### src/rtl/hazard_ctrl.sv
// Pipeline hazard/stall controller: load-use interlock, branch squash, data-memory freeze with sticky timeout.
// Optional performance counters are built when HAZARD_PERF_CNT_EN is defined; otherwise the counter ports read 0.
module hazard_ctrl #(
    parameter int unsigned MAX_MEM_WAIT = 15
) (
    input  logic        clk,
    input  logic        reset,
    input  logic [4:0]  RnD,
    input  logic [4:0]  RmD,
    input  logic        UseRmD,
    input  logic [4:0]  RdE,
    input  logic        RegWriteE,
    input  logic        MemToRegE,
    input  logic        BrTakenE,
    input  logic        MemReqM,
    input  logic        MemReadyM,
    output logic        StallF,
    output logic        StallD,
    output logic        StallE,
    output logic        StallM,
    output logic        FlushD,
    output logic        FlushE,
    output logic        FlushW,
    output logic        MemTimeout,
    output logic [15:0] LoadUseCount,
    output logic [15:0] BranchFlushCount,
    output logic [15:0] FreezeCount
);

    localparam logic [1:0] ST_RUN     = 2'd0;
    localparam logic [1:0] ST_MEMWAIT = 2'd1;
    localparam logic [1:0] ST_TIMEOUT = 2'd2;

    localparam logic [7:0] WAIT_LAST = 8'(MAX_MEM_WAIT - 1);

    logic [1:0] state_q, state_d;
    logic [7:0] wait_cnt_q, wait_cnt_d;
    logic       timeout_q, timeout_d;

    logic freeze;
    logic load_use;

    always_comb begin
        freeze = (((state_q == ST_RUN) || (state_q == ST_MEMWAIT)) && MemReqM && !MemReadyM)
                 || (state_q == ST_TIMEOUT);
        // X31 is the zero register, so a load targeting it never feeds a later reader.
        load_use = RegWriteE && MemToRegE && (RdE != 5'd31)
                   && ((RdE == RnD) || (UseRmD && (RdE == RmD)));
    end

    always_comb begin
        StallF = 1'b0;
        StallD = 1'b0;
        StallE = 1'b0;
        StallM = 1'b0;
        FlushD = 1'b0;
        FlushE = 1'b0;
        FlushW = 1'b0;
        if (reset) begin
            FlushD = 1'b1;
            FlushE = 1'b1;
            FlushW = 1'b1;
        end else if (freeze) begin
            StallF = 1'b1;
            StallD = 1'b1;
            StallE = 1'b1;
            StallM = 1'b1;
            FlushW = 1'b1;
        end else if (BrTakenE) begin
            FlushD = 1'b1;
            FlushE = 1'b1;
        end else if (load_use) begin
            StallF = 1'b1;
            StallD = 1'b1;
            FlushE = 1'b1;
        end
    end

    always_comb begin
        state_d    = state_q;
        timeout_d  = timeout_q;
        wait_cnt_d = '0;
        if (freeze) begin
            wait_cnt_d = (wait_cnt_q == 8'hFF) ? wait_cnt_q : wait_cnt_q + 8'd1;
        end
        case (state_q)
            ST_RUN, ST_MEMWAIT: begin
                if (freeze && (wait_cnt_q == WAIT_LAST)) begin
                    state_d   = ST_TIMEOUT;
                    timeout_d = 1'b1;
                end else if (freeze) begin
                    state_d = ST_MEMWAIT;
                end else if ((state_q == ST_MEMWAIT) && MemReadyM) begin
                    state_d = ST_RUN;
                end
            end
            ST_TIMEOUT: state_d = ST_TIMEOUT;
            default:    state_d = ST_RUN;
        endcase
    end

    always_ff @(posedge clk) begin
        if (reset) begin
            state_q    <= ST_RUN;
            wait_cnt_q <= '0;
            timeout_q  <= 1'b0;
        end else begin
            state_q    <= state_d;
            wait_cnt_q <= wait_cnt_d;
            timeout_q  <= timeout_d;
        end
    end

    assign MemTimeout = timeout_q;

`ifdef HAZARD_PERF_CNT_EN
    logic [15:0] lu_cnt_q, br_cnt_q, fz_cnt_q;
    logic        lu_act, br_act;

    always_comb begin
        br_act = !freeze && BrTakenE;
        lu_act = !freeze && !BrTakenE && load_use;
    end

    // Counters saturate rather than wrap so a long run never reports a small value.
    always_ff @(posedge clk) begin
        if (reset) begin
            lu_cnt_q <= '0;
            br_cnt_q <= '0;
            fz_cnt_q <= '0;
        end else begin
            if (lu_act && (lu_cnt_q != '1)) lu_cnt_q <= lu_cnt_q + 16'd1;
            if (br_act && (br_cnt_q != '1)) br_cnt_q <= br_cnt_q + 16'd1;
            if (freeze && (fz_cnt_q != '1)) fz_cnt_q <= fz_cnt_q + 16'd1;
        end
    end

    assign LoadUseCount     = lu_cnt_q;
    assign BranchFlushCount = br_cnt_q;
    assign FreezeCount      = fz_cnt_q;
`else
    assign LoadUseCount     = '0;
    assign BranchFlushCount = '0;
    assign FreezeCount      = '0;
`endif

endmodule

### config.mk
export PLATFORM = sky130hd
export DESIGN_NAME = hazard_ctrl
export DESIGN_NICKNAME = d
export VERILOG_FILES = /design/src/rtl/hazard_ctrl.sv
export SDC_FILE = /design/constraint.sdc
export NUM_CORES = 1
export LEC_CHECK = 0
export BUFFER_PORTS_ARGS = -buffer_cell sky130_fd_sc_hd__buf_4
export CELL_PAD_IN_SITES_DETAIL_PLACEMENT = 0
export CELL_PAD_IN_SITES_GLOBAL_PLACEMENT = 1
export CORE_MARGIN = 10
export CORE_UTILIZATION = 29
export CTS_BUF_LIST = sky130_fd_sc_hd__clkbuf_16
export DETAILED_ROUTE_END_ITERATION = 12
export PLACE_DENSITY = 0.89
export SLEW_MARGIN = 20
export SYNTH_ARGS = -nofsm -noshare
export SYNTH_HDL_FRONTEND = slang
export SYNTH_SLANG_ARGS = --single-unit
### constraint.sdc
create_clock -name clk -period 2.65 [get_ports clk]
set_clock_uncertainty 0.15 [all_clocks]
set_input_delay 0.3975 -clock clk [delete_from_list [all_inputs] [get_ports clk]]
set_output_delay 0.3975 -clock clk [all_outputs]
set_load 0.02 [all_outputs]
; After elaboration in Yosys (flattened, before gate mapping)
; Cells that the tools add are included.
[classes]
n_addsub = 1
n_eq_ne = 8
mux = 17
n_bitwise = 1
n_reduce_logical = 16
[ops]
columns = operator, count
row1 = $mux W1, 13
row2 = $eq A5 B5 Y1, 2
row3 = $add A8 B1 Y8 const B, 1
row4 = $eq A8 B4 Y1 const B, 1
row5 = $eq A8 B8 Y1 const B, 1
row6 = $logic_and A1 B1 Y1, 8
row7 = $mux W2, 3
row8 = $ne A5 B5 Y1 const B, 1
row9 = $ne A4 B4 Y1 const B, 1
row10 = $pmux W2 S2, 1
row11 = $reduce_or A2 Y1, 2
row12 = $logic_or A1 B1 Y1, 3
row13 = $eq A2 B1 Y1 const B, 1
row14 = $eq A2 B2 Y1 const B, 1
row15 = $logic_not A2 Y1, 1
row16 = $reduce_and A2 Y1, 1
row17 = $logic_not A1 Y1, 1
row18 = $not A1 Y1, 1
[word_totals]
ff_bits = 11
in_bits = 23
output_inout_bits = 56
wordCells = 46

; Depth between registers and ports, before layout
; Gate-level depths: netlist of run 1.
[logic_depth]
ltp_word = 8
mapped_depth = 6
mapped_depth_nobuf = 5

; Worst setup path after synthesis of run 1
; Ideal clock, no wire load.
[synth_path]
path_type = input to output
startpoint = input port MemReadyM
endpoint = output port StallF
arrival_ns = 1.849
t_required_ns = 2.102
setup_slack_ns = 0.254
path_stages = 6
path_buffers = 1
cell_sequence = nor2_1 a21boi_2 a21oi_1 inv_1 o31ai_1 buf_4
[synth_between]
elab_chain_len = 5
[synth_rtl]
columns = item, line
row1 = from (decl), 16  ; input logic MemReadyM,
row2 = $logic_not A1 Y1, 44  ; freeze = (((state_q == ST_RUN) || (state_q == ST_MEMWAIT)) && MemReqM && !MemReadyM)
row3 = $logic_and A1 B1 Y1, 44
row4 = $logic_or A1 B1 Y1, 45  ; || (state_q == ST_TIMEOUT);
row5 = $mux W1 (2 in series), -
row6 = to (decl), 17  ; output logic StallF,
; No other way between the ends.

; Final worst setup path of run 1
[layout_path]
startpoint = register state_q[0]
endpoint = output port FlushE
[layout_between]
elab_chain_len = 7
word_cells_on_any_way = 9
classes_between = eq/ne: 2 / mux: 2 / reduce/logical: 5
[layout_rtl]
columns = item, line
row1 = from (decl), 36  ; logic [1:0] state_q, state_d;
row2 = from (signal assigned), 108  ; state_q <= state_d;
row3 = $eq A2 B1 Y1 or $logic_not A2 Y1 (tied branches), 44
row4 = $logic_or A1 B1 Y1, 44
row5 = $logic_and A1 B1 Y1 (2 in series), 44
row6 = $logic_or A1 B1 Y1 *, 45
row7 = $mux W1 *, 63  ; end else if (freeze) begin
row8 = $mux W1 *, 59  ; if (reset) begin
row9 = to (decl), 22  ; output logic FlushE,
; Mark *: on every way between the ends. The rest lies on a longest branch, timed or not.

==> results of run 1 <==
worst paths after layout:
kind | slack (ns) | start | endpoint
max | 0.38 | state_q[0] | FlushE
min reg2reg | 0.29 | MemTimeout | MemTimeout
max reg2reg | 1.10 | wait_cnt_q[0] | wait_cnt_q[1]
min | 0.18 | MemReadyM | state_q[0]
final cells by class:
cell class | count | area, sq um | share of cell area [%]
sequential | 11 | 220.2 | 18.05
tap | 46 | 57.56 | 4.718
timing repair buffer | 30 | 225.2 | 18.46
clock buffer | 3 | 75.07 | 6.154
clock inverter | 1 | 3.754 | 0.3077
inverter | 4 | 15.01 | 1.231
multi-input combinational | 114 | 623.1 | 51.08
routing by layer:
layer	vias to the layer above	wire [microns]	GRT usage, %
met1	344	927	7.022
li1	415	-	-
met5	-	0	0
met3	5	183	2.227
met4	0	83	6.747
met2	37	1222	11.15
kinds of logic (layout without fill, tap and decap cells):
| logic type | after synthesis | in the layout |
|---|---|---|
| other | 1 | 48 |
| xor gates and xnor gates | 14 | 14 |
| and+or+nand+nor | 34 | 34 |
| AOI/OAI and AO/OA | 15 | 15 |
| buffers and inverters | 55 | 38 |
| adders and majority gates | 2 | 2 |
| DFF | 11 | 11 |
| muxes | 1 | 1 |
sequential cells by signal, summed over array words and instances, names as in the netlist:
register	cells
MemTimeout	1
state_q	2
wait_cnt_q	8
report_power, final:
part           leakage, nW  total (mW)  internal (mW)  switching, mW
sequential          0.0889       0.169          0.168        0.00144
clock               0.0423       0.273          0.198         0.0753
combinational        0.446       0.138         0.0410         0.0973
total                0.577       0.581          0.407          0.174
placed cells by master, fill, tap and decap left out, types with 2 or more instances in the layout:
master and count:
xnor2_1 3, buf_4 30, nor3_1 3, or2_1 2
xor2_1 11, ha_1 2, a21oi_1 3, dfxtp_1 11
conb_1 48, nor4_1 3, clkbuf_16 3, inv_1 4
o31ai_1 2, and3_1 2, nand4_1 2, nand2b_1 2
nand3_1 5, nor2_1 9, a211oi_1 3, nand2_1 4
stage by stage:
step	power [mW]	area (sq um)	util (%)	hold WS, ns	worst slack, ns
after floorplan	0.3204	1245	-	0.2713	0.2539
after global placement	0.3064	1141	33.15	0.2820	0.4551
after detailed placement	0.3071	1141	33.15	0.2856	0.4418
after CTS	0.5881	1220	35.44	0.1729	0.3406
after global routing	0.6099	1220	35.44	0.1850	0.1947
final	0.5807	1220	35.44	0.1768	0.3791
==> impl_metrics.toml, run 1 <==
[critical_path]
crit_path_required_time_ns = 2.10
chain_of_cells_forming_the_critical_path = "nand2b_1 -> a21boi_2 -> or2_1 -> inv_2 -> o31ai_1 -> buf_4"
crit_arrival_ns = 1.72
r2r_cells = 4
critical_path.slowest_cell = "or2_1"
critical_path.max_stage_delay_ns = 0.36
worstSetupEndpointType = "output pin"
path_class = "reg -> out"
cp_num_buf_inv = 2
crit_path_max_fanout = 10
cp_num_cells = 6
crit_family = "simple AND/OR/NAND/NOR gates"
start_kind = "register"

[placed_design]
place_congestion = 0.7692
io_buffers = 30
detailedPlacementHpwl_microns = 2150
numPlacedInstances = 205

[cells_and_area]
num_antenna_cells = 0
layout-area-overhead-vs-synth_pct = 14.17
fillCellCount = 362
post_route_cells_drive_above_1_share_pct = 22.70
finalNetCount = 189
layoutNonFillerInstCount = 209

[global_routing]
global_route_total_overflow = 0
global_route_wire_length_before_repair_microns = 3560
number_of_antenna_violations_at_the_first_check_in_global_routing = 0
first_global_vias = 819
maximum_number_of_pins_on_one_net_before_global_route_repair = 11
gr-usage-all-layers_pct = 6.978

[timing]
final_hold_viol_count = 0
grt_setup_unrepaired = "no"
period_minus_ws_final_ns = 2.271
timing.final.max_slew_violations = 0
crit_share_post_route_pct = 85.69
tns_ns = 0
final-setup-viol-count = 0
max_freq_mhz = 440.4

[drt]
post_drt_via_cell_ratio = 3.833
routed_wire_length_per_instance_microns = 11.56
detail_route.wirelength_microns = 2416
detail_route.first_pass.iterations = 4
drc = 0
dr.first_iter.drc_count = 31
ant_nets = 0
vias = 801

[logic_synthesis]
synth.most_common_cell = "buf_4"
yosysTopAreaCellShare_pct = 35.13
postSynth.topFlopCell = "dfxtp_1"
synth-simple-area-share_pct = 16.86
yosysUniqueCellTypes = 31
combinational_family_with_the_most_area_after_synthesis = "buffers and inverters"
yosys-mux-area-fraction_pct = 0.9368
synth_area_sq_um = 1069
synth-seq-cells = 11
ys_top_cells_by_area = "buf_4, dfxtp_1, xor2_1"
synthAdderAreaFrac_pct = 2.342
synthTopCellsByCount = "buf_4, dfxtp_1, xor2_1"
yosys.area_share.xor_xnor_pct = 11.48
synthesis.area_per_instance_sq_um = 8.034
yosysWarningCount = 0
post_synthesis_cells = 133
fraction_of_the_mapped_netlist_area_in_compound_gates_pct = 9.836
synth.yosys.seq_area_share_pct = 20.61
asyncSetResetFlopFracSynth_pct = 0
synth_enable_flop_cells = 0
synth_top_cell_by_area = "buf_4"

[clock_network]
max-clock-path-buffers = 2
htree_num_levels = 1
cts_root_buf = "clkbuf_16"
numClockSinks = 11
worst_skew_pair.late_latency_ns = 0.24
cts-resized-gates = 0
path_clk_slew_ns = 0.04
tritoncts = "yes"
cts_hold_buffers = 0
post-cts-setup-buffer-count = 0
numCtsBuffers = 3

[run_status]
status = "completed"

[die]
die-area_sq_um = 6512
design.core.area_sq_um = 3442
initial_core_util_pct = 31.04
io_pins = 79
die_height_microns = 80.70
die_width_microns = 80.70
floorplan.rows = 21

[hold_path]
min_path_type = "in -> reg"
min_path_cells = 2

[power]
p_leak_nw = 0.5769
peak_ir_drop_on_the_vdd_network_uv = 146.4
pwr_density_cell_nw_per_um2 = 476.1

[run]
maxCapViolations = 0
No activity file was read; power rests on OpenSTA's default activity.
==> inputs of run 2 (changes only) <==
clock period = 2.75 ns   (was 2.65 ns; I/O delays follow)
==> run 2 against run 1 <==
Global-route usage down 0.23 points. Final cell count unchanged. Critical endpoint unchanged. Highest routed layer unchanged. Sequential power down 4%. Clock power down 5%.
==> impl_metrics.toml, run 2 (same netlist as run 1, synthesis figures left out) <==
[cells_and_area]
num_antenna_cells = 0
post_route_cells_drive_above_1_share_pct = 22.70
finalNetCount = 189
most_frequent_standard_cell_in_the_layout_excluding_fill_and_tap_cells = "conb_1"
layout.cells.most_common_list = "conb_1, buf_4, dfxtp_1, xor2_1, nor2_1"
largest_register_ff_count = 8
layout-area-overhead-vs-synth_pct = 14.17
postLayoutCellArea_sq_um = 1220
layout.core_utilization_pct = 35.44
regMostFlops = "wait_cnt_q"

[clock_network]
cts_hold_buffers = 0
max-clock-path-buffers = 2
path_clk_slew_ns = 0.04
numClockSinks = 11
post-cts-setup-buffer-count = 0
cts_root_buf = "clkbuf_16"
htree_num_levels = 1
numCtsBuffers = 3
worst_skew_pair.late_latency_ns = 0.24
tritoncts = "yes"
cts-resized-gates = 0

[drt]
post_drt_via_cell_ratio = 3.861
vias = 807
drc = 0
ant_nets = 0
detail_route.wirelength_microns = 2431
dr.first_iter.drc_count = 71
detail_route.first_pass.iterations = 4
routed_wire_length_per_instance_microns = 11.63

[timing]
final_hold_viol_count = 0
max_freq_mhz = 434.0
crit_share_post_route_pct = 83.79
period_minus_ws_final_ns = 2.304
tns_ns = 0
grt_setup_unrepaired = "no"
final-setup-viol-count = 0
worst_hold_check_slack_ns = 0.1971
timing.final.max_slew_violations = 0

[power]
report.power.total_uw = 555.5
peak_ir_drop_on_the_vdd_network_uv = 153.8
pwr_density_cell_nw_per_um2 = 455.4
p_leak_nw = 0.5769

[global_routing]
busiest_layer = "met2"
maximum_number_of_pins_on_one_net_before_global_route_repair = 11
first_global_vias = 792
number_of_antenna_violations_at_the_first_check_in_global_routing = 0
grt_util_met3_pct = 1.670
gr-usage-all-layers_pct = 6.752
grtUsageMet1_pct = 6.830
global_route_wire_length_before_repair_microns = 3470
global_route_total_overflow = 0
met2_usage_pct = 10.99

[placed_design]
detailedPlacementHpwl_microns = 2132
io_buffers = 30
postPlaceCellArea_sq_um = 1141
place_congestion = 0.7694

[die]
floorplan.rows = 21
io_pins = 79
die_width_microns = 80.70
die_height_microns = 80.70
design.core.area_sq_um = 3442
initial_core_util_pct = 31.04
die-area_sq_um = 6512

[run_status]
status = "completed"

[run]
maxCapViolations = 0

[critical_path]
crit_path_max_fanout = 10
crit_path_required_time_ns = 2.19
path_class = "reg -> out"
worstSetupEndpointType = "output pin"
crit_arrival_ns = 1.74
start_kind = "register"

[hold_path]
min_path_type = "in -> reg"
run 2: area by class of cell:
class                      instances  area [sq um]
multi-input combinational        114         623.1
sequential                        11         220.2
tap                               46         57.56
clock inverter                     1         3.754
clock buffer                       3         75.07
inverter                           4         15.01
fill                             375          2222
timing repair buffer              30         225.2
run 2: power by group:
group / internal, mW / switching (mW)
Sequential: 0.162 / 0.00141
Combinational: 0.0395 / 0.0935
Clock: 0.190 / 0.0689
Total: 0.392 / 0.164
run 2: worst paths after layout:
check | to | start | slack [ns] | depth (start not counted)
max | FlushE | state_q[0] | 0.45 | 6
min | state_q[0] | MemReadyM | 0.20 | 2
max reg2reg | wait_cnt_q[0] | wait_cnt_q[0] | 1.18 | 5
min reg2reg | MemTimeout | MemTimeout | 0.29 | 2
run 2: through the flow:
step | instances | worst slack, ns
finish | 209 | 0.4457
global route | 209 | 0.2929
CTS | 209 | 0.4101
detailed placement | 205 | 0.5187
global placement | 205 | 0.5251
floorplan | 180 | 0.3239
run 2: critical path: stages, from the launching register on:
cell	delay [ns]
dfxtp_1	0.31
nand2b_1	0.11
a21boi_2	0.19
or2_1	0.37
inv_2	0.09
o31ai_1	0.25
buf_4	0.18
run 2: routing by layer:
metal	wire, microns	part of all wire, %
met1	912	38
met2	1256	52
met3	183	7.5
met4	78	3.2
met5	0	0
